### src/rtl/activation_sequencer.sv
// Sequencer that drives the activation unit's index up-counter and forwards each index downstream.
// Optional stall-cycle counter enabled by defining ACT_SEQ_STALL_COUNT_EN.
module activation_sequencer #(
   parameter int COUNTER_WIDTH = 6,
   parameter int LENGTH_WIDTH  = COUNTER_WIDTH + 1
) (
   input  logic                     clock,
   input  logic                     reset,
   input  logic                     start,
   input  logic                     abort,
   input  logic [COUNTER_WIDTH-1:0] base_value,
   input  logic [LENGTH_WIDTH-1:0]  length,
   input  logic [COUNTER_WIDTH-1:0] iterator,
   input  logic                     out_ready,
   output logic                     counter_clock_enable,
   output logic                     counter_load_enable,
   output logic [COUNTER_WIDTH-1:0] counter_load_value,
   output logic                     counter_reset,
   output logic                     elem_valid,
   output logic [COUNTER_WIDTH-1:0] elem_index,
   output logic                     busy,
   output logic                     done,
   output logic [15:0]              stall_cycles
);

   localparam logic [1:0] IDLE = 2'd0;
   localparam logic [1:0] LOAD = 2'd1;
   localparam logic [1:0] RUN  = 2'd2;
   localparam logic [1:0] DONE = 2'd3;

   logic [1:0]               state_reg, state_next;
   logic [COUNTER_WIDTH-1:0] base_reg, base_next;
   logic [LENGTH_WIDTH-1:0]  remaining_reg, remaining_next;

   logic in_idle, in_load, in_run, in_done;
   logic abort_active, transfer, start_accept;

   assign in_idle      = (state_reg == IDLE);
   assign in_load      = (state_reg == LOAD);
   assign in_run       = (state_reg == RUN);
   assign in_done      = (state_reg == DONE);
   assign abort_active = abort && !in_idle;
   assign start_accept = in_idle && start;
   // Abort outranks a handshake, so no element completes on an abort cycle.
   assign transfer     = in_run && out_ready && !abort;

   always_comb begin
      state_next     = state_reg;
      base_next      = base_reg;
      remaining_next = remaining_reg;
      case (state_reg)
         IDLE: begin
            if (start) begin
               base_next      = base_value;
               remaining_next = length;
               state_next     = (length == '0) ? DONE : LOAD;
            end
         end
         LOAD: begin
            state_next = abort ? IDLE : RUN;
         end
         RUN: begin
            if (abort) begin
               state_next = IDLE;
            end else if (out_ready) begin
               remaining_next = remaining_reg - LENGTH_WIDTH'(1);
               if (remaining_reg == LENGTH_WIDTH'(1)) begin
                  state_next = DONE;
               end
            end
         end
         default: begin
            state_next = IDLE;
         end
      endcase
   end

   always_ff @(posedge clock or negedge reset) begin
      if (!reset) begin
         state_reg     <= IDLE;
         base_reg      <= '0;
         remaining_reg <= '0;
      end else begin
         state_reg     <= state_next;
         base_reg      <= base_next;
         remaining_reg <= remaining_next;
      end
   end

   assign counter_clock_enable = (in_load && !abort) || transfer;
   assign counter_load_enable  = in_load && !abort;
   assign counter_load_value   = base_reg;
   assign counter_reset        = abort_active;
   assign elem_valid           = in_run && !abort;
   // Gated by reset so the index bus is quiet while the block is held in reset.
   assign elem_index           = reset ? iterator : '0;
   assign busy                 = !in_idle;
   assign done                 = in_done && !abort;

`ifdef ACT_SEQ_STALL_COUNT_EN
   logic [15:0] stall_reg;

   always_ff @(posedge clock or negedge reset) begin
      if (!reset) begin
         stall_reg <= '0;
      end else if (start_accept) begin
         stall_reg <= '0;
      end else if (in_run && !out_ready && (stall_reg != 16'hFFFF)) begin
         stall_reg <= stall_reg + 16'd1;
      end
   end

   assign stall_cycles = stall_reg;
`else
   logic unused_start_accept;
   assign unused_start_accept = start_accept;
   assign stall_cycles        = '0;
`endif

endmodule

### config.mk
export PLATFORM = sky130hd
export DESIGN_NAME = activation_sequencer
export DESIGN_NICKNAME = d
export VERILOG_FILES = /design/src/rtl/activation_sequencer.sv
export SDC_FILE = /design/constraint.sdc
export NUM_CORES = 1
export LEC_CHECK = 0
export CAP_MARGIN = 30
export CORE_MARGIN = 4
export CORE_UTILIZATION = 39
export DETAILED_ROUTE_END_ITERATION = 12
export PLACE_DENSITY = 0.9
export RECOVER_POWER = 100
export SLEW_MARGIN = 30
export SYNTH_ARGS = -nofsm -noshare
export SYNTH_HDL_FRONTEND = slang
export SYNTH_SLANG_ARGS = --single-unit
### constraint.sdc
create_clock -name clock -period 2 [get_ports clock]
set_clock_uncertainty 0.15 [all_clocks]
set_input_delay 0.4 -clock clock [delete_from_list [all_inputs] [get_ports clock]]
set_output_delay 0.4 -clock clock [all_outputs]
set_load 0.02 [all_outputs]
; Yosys cells after proc, flatten, opt, wreduce, memory -nomap -nowiden
; Index checks and enable logic that the tools add are counted.
[classes]
mux = 12
add_sub_neg = 1
n_eq_ne = 9
n_reduce_logical = 15
[ops]
columns = cell, n
row1 = $mux W7, 3
row2 = $pmux W7 S2, 1
row3 = $mux W2, 6
row4 = $eq A7 B1 Y1 const B, 1
row5 = $logic_not A7 Y1, 1
row6 = $sub A7 B1 Y7 const B, 1
row7 = $logic_and A1 B1 Y1, 6
row8 = $mux W6, 1
row9 = $ne A2 B2 Y1 const B, 3
row10 = $pmux W2 S3, 1
row11 = $eq A2 B2 Y1 const B, 2
row12 = $reduce_and A4 Y1, 1
row13 = $ne A3 B2 Y1 const B, 1
row14 = $ne A3 B3 Y1 const B, 1
row15 = $reduce_and A3 Y1, 1
row16 = $eq A2 B1 Y1 const B, 1
row17 = $logic_not A1 Y1, 2
row18 = $logic_not A2 Y1, 1
row19 = $reduce_and A2 Y1, 1
row20 = $reduce_bool A2 Y1, 1
row21 = $logic_or A1 B1 Y1, 1
[totals]
out_inout_bits = 34
ff_bits = 15
elab_cells = 40

; Logic depth before layout (Yosys ltp)
; Gate-level depths: netlist (run 1).
[logic_depth]
ltp_word = 5
ltp_mapped = 5
depth_no_buf = 5

; Worst setup path before layout (run 1)
; No wires, ideal clock.
[synth_timing]
kind = register to output
start = register state_reg[0]
end = output port counter_load_enable
path_buffers = 1
required_time_ps = 1450
stages_incl_launch_ff = 3
t_arrival_ps = 1158
slack_ps = 292
cell_sequence = dfrtp_1 > clkbuf_1 > nor3b_1
[synth_via]
elab_chain_cells = 2
[synth_lines]
columns = item, line_no
row1 = start: declaration, 31  ; logic [1:0] state_reg, state_next;
row2 = start signal: assignment, 84  ; state_reg <= state_next;
row3 = $eq A2 B1 Y1, 39  ; assign in_load = (state_reg == LOAD);
row4 = $logic_and A1 B1 Y1, 91  ; assign counter_load_enable = in_load && !abort;
row5 = end: declaration, 16  ; output logic counter_load_enable,
; Every way passes these cells.

; Worst setup path after layout (run 1)
[layout_timing]
start = input port out_ready
end = output port counter_clock_enable
[layout_via]
elab_chain_cells = 3
[layout_lines]
columns = item, line_no
row1 = start: declaration, 14  ; input logic out_ready,
row2 = $logic_and A1 B1 Y1 (2 in a row), 45  ; assign transfer = in_run && out_ready && !abort;
row3 = $logic_or A1 B1 Y1, 90  ; assign counter_clock_enable = (in_load && !abort) || transfer;
row4 = end: declaration, 15  ; output logic counter_clock_enable,
; Every way passes these cells.

==> results of run 1 <==
## timing repair
action / in CTS / in global routing
setup buffers: 2 / 0
gates resized for setup: 26 / 10
cloned: 0 / 0
setup endpoints to repair: 12 / 9
## routing by layer
metal	part of all wire (%)	up-vias	routed length, um	global-route usage, %
li1	-	474	-	-
met1	37	506	1090	18.4
met2	56	45	1660	33.4
met3	5.9	4	176	3.19
met4	1.4	0	42	6.50
met5	0	-	0	0
## metrics by stage
stage / utilization, % / setup WS (ns) / TNS [ns] / cell area, um2
4_1_cts: 59.7 / 0.0000321 / 0 / 1530
3_5_place_dp: 58.0 / -0.331 / -3.32 / 1490
5_1_grt: 57.1 / 0.0201 / 0 / 1470
3_3_place_gp: 58.0 / -0.269 / -2.73 / 1490
2_1_floorplan: - / 0.292 / 0 / 1140
6_report: 57.1 / 0.0692 / 0 / 1470
## worst paths after layout
check                                                  start                                end  cells after the start
setup reg to reg                    state_reg[1]$_DFFE_PN0P_       remaining_reg[0]$_DFFE_PN0P_                      6
hold reg to reg            counter_load_value[2]$_DFFE_PN0P_  counter_load_value[2]$_DFFE_PN0P_                      1
hold / removal                                         reset       remaining_reg[5]$_DFFE_PN0P_                      2
min in group clock         counter_load_value[2]$_DFFE_PN0P_  counter_load_value[2]$_DFFE_PN0P_                      1
setup / recovery                                   out_ready               counter_clock_enable                      4
max in group asynchronous                              reset  counter_load_value[0]$_DFFE_PN0P_                      2
## cell usage after synthesis
master	n
and2_4	1
conb_1	1
nor2_1	1
or3b_2	2
nand3b_1	1
or2_2	1
o22ai_1	3
and3b_1	1
nor3_1	1
or3_1	2
buf_2	1
nor3b_1	2
nor4bb_1	2
a2bb2oi_1	1
a21oi_1	4
nor2b_1	1
mux2_2	4
mux2_4	2
nor4b_1	1
and2_1	7
dfrtp_1	15
nand4bb_1	1
nor4_1	3
a22oi_1	6
ha_1	2
o21ai_0	2
o211ai_1	2
inv_1	7
buf_4	16
o311ai_0	2
a21o_1	1
clkbuf_1	3
nand2b_1	2
nand3_1	4
buf_6	3
or3b_1	1
o21ai_1	1
a32oi_1	1
or2b_1	1
nand2_1	1
a221o_1	1
## cell type report
class	count	area [um2]	area share (%)
multi-input combinational	84	566	38.6
inverter	7	26.3	1.79
timing repair buffer	52	434	29.6
clock inverter	1	5.00	0.341
tap	30	37.5	2.56
sequential	15	375	25.6
clock buffer	3	22.5	1.54
## power by group through the flow
stage / clock network [mW] / logic [mW] / registers, mW
after floorplan: 0 / 0.340 / 0.499
after global placement: 0 / 0.541 / 0.480
after detailed placement: 0 / 0.561 / 0.488
after CTS: 0.186 / 0.566 / 0.476
after global routing: 0.200 / 0.577 / 0.488
final: 0.181 / 0.535 / 0.478
## worst max-delay path: stages
cell	delay, ns
dlygate4sd3_1	0.56
nand3b_1	0.08
a21oi_1	0.15
clkbuf_2	0.19
## kinds of logic (layout without fill, tap and decap cells)
kind of cell,after synthesis,after routing,share of synthesized area [%]
other,1,16,0.344
adder cells (fa/ha/maj),2,2,2.30
AO/OA/AOI/OAI,24,24,15.3
multiplexers,6,6,6.90
buffers and inverters,30,63,18.0
flip-flops,15,15,34.5
AND/OR/NAND/NOR,36,36,22.6
==> results.txt, run 1 <==
First-pass GRT wire length: 4600 um
Clk pin slew, worst setup/hold paths: 0.10 ns
Commonest non-fill, non-tap cell in the layout: clkdlybuf4s50_1
Peak supply drop: 597 uV
Status: completed
Fin crit period: 1.93 ns
Most frequent cells in the layout: 20 x clkdlybuf4s50_1, 16 x conb_1, 15 x dfrtp_1, 9 x buf_4
Core ar.: 0.00257 mm2
Area leader, netlist: dfrtp_1
Hold Crit Class: in -> async
Grt ovf: 0
Fmax: 518 MHz
Dominant cells by area after synthesis: dfrtp_1 34%, buf_4 11%, a22oi_1 4.1%, mux2_2 4.1%, and2_1 4.0%
Total track usage: 17.3%
DIE AREA: 0.00370 mm2
CP Max Fanout: 2
Die Wd: 60.8 um
Clock network power share: 15.1%
Starting Density: 42.4%
Avg WL per Cell: 15.4 um
Synth unique cells: 41
Slew margin rel.: 64.3%
Post-Syn Instances: 114
Least-Margin Pin Slew: 0.536 ns
Nets: 189
Fin. max-slew vios: 0
Share of the synthesized area in the top cell type: 34.5%
FP Rows: 18
Leak: 0.655 nW
Synth-to-layout area growth: 34.7%
H-tree depth: 1
Finished Layout Cells: 192
FF-to-FF setup slack: 0.10 ns
HPWL Detailed: 2400 um
Final wirelength: 2960 um
Internal Power: 0.719 mW
Final worst path period share: 96.5%
I/O Buffers: 41
Total power: 1.19 mW
Max reg flops: 7
TritonCTS clock tree: done
Max_cap viols: 0
Final setup viols: 0
Crit end category: output port
Sequential element share of the synthesized area: 34.5%
Sw Share: 39.8%
Psw: 0.476 mW
DP Cell Count: 186
Worst path arrival time: 1.38 ns
Filler instances: 246
Pin count of the biggest net entering global routing: 17
Register share of total power: 40.0%
Vias per cell: 5.36
Synth Cell Area: 0.00109 mm2
GP Congestion: 0.880
ANT nets after route: 0
Drt drc: 0
PwrDens: 815 mW/mm2
I/O pins: 58
Die height: 60.8 um
Syn_area_per_cell: 9.55 um2
Worst Setup Path Type: in -> out
Vias post-DR: 1029
YS warnings: 0
Hold buffers post-CTS: 0
Layout cell share with drive strength beyond 1: 14.8%
Unrepaired setup endpoints after global routing: no
Clock insertion delay at the later pin of the skew report: 0.30 ns
Clk buf depth: 2
TritonCTS buffer count: 3
Clock sinks: 15
Clk root buf: clkbuf_4
Final Hold Viols: 0
Critical path required time: 1.45 ns
Startpoint types: primary input
Vias in the first global route: 990
Antenna Cells: 0
Starting DRT DRC Count: 22
Initial antenna violation count: 0
WHS: 0.0448 ns
Synthesized flop and latch total: 15
Logic pwr share: 44.8%
Initial DRT Pass Iterations: 4
Note: power is estimated with default switching activity, not from simulation.
==> inputs of run 2 (changes only) <==
--- a/config.mk
+++ b/config.mk
@@ -8,6 +8,7 @@
 export CAP_MARGIN = 30
 export CORE_MARGIN = 4
 export CORE_UTILIZATION = 39
+export CTS_CLUSTER_SIZE = 16
 export DETAILED_ROUTE_END_ITERATION = 12
 export PLACE_DENSITY = 0.9
 export RECOVER_POWER = 100
==> results of run 2 <==
Final layout, timing and power as in run 1 (identical DEF).
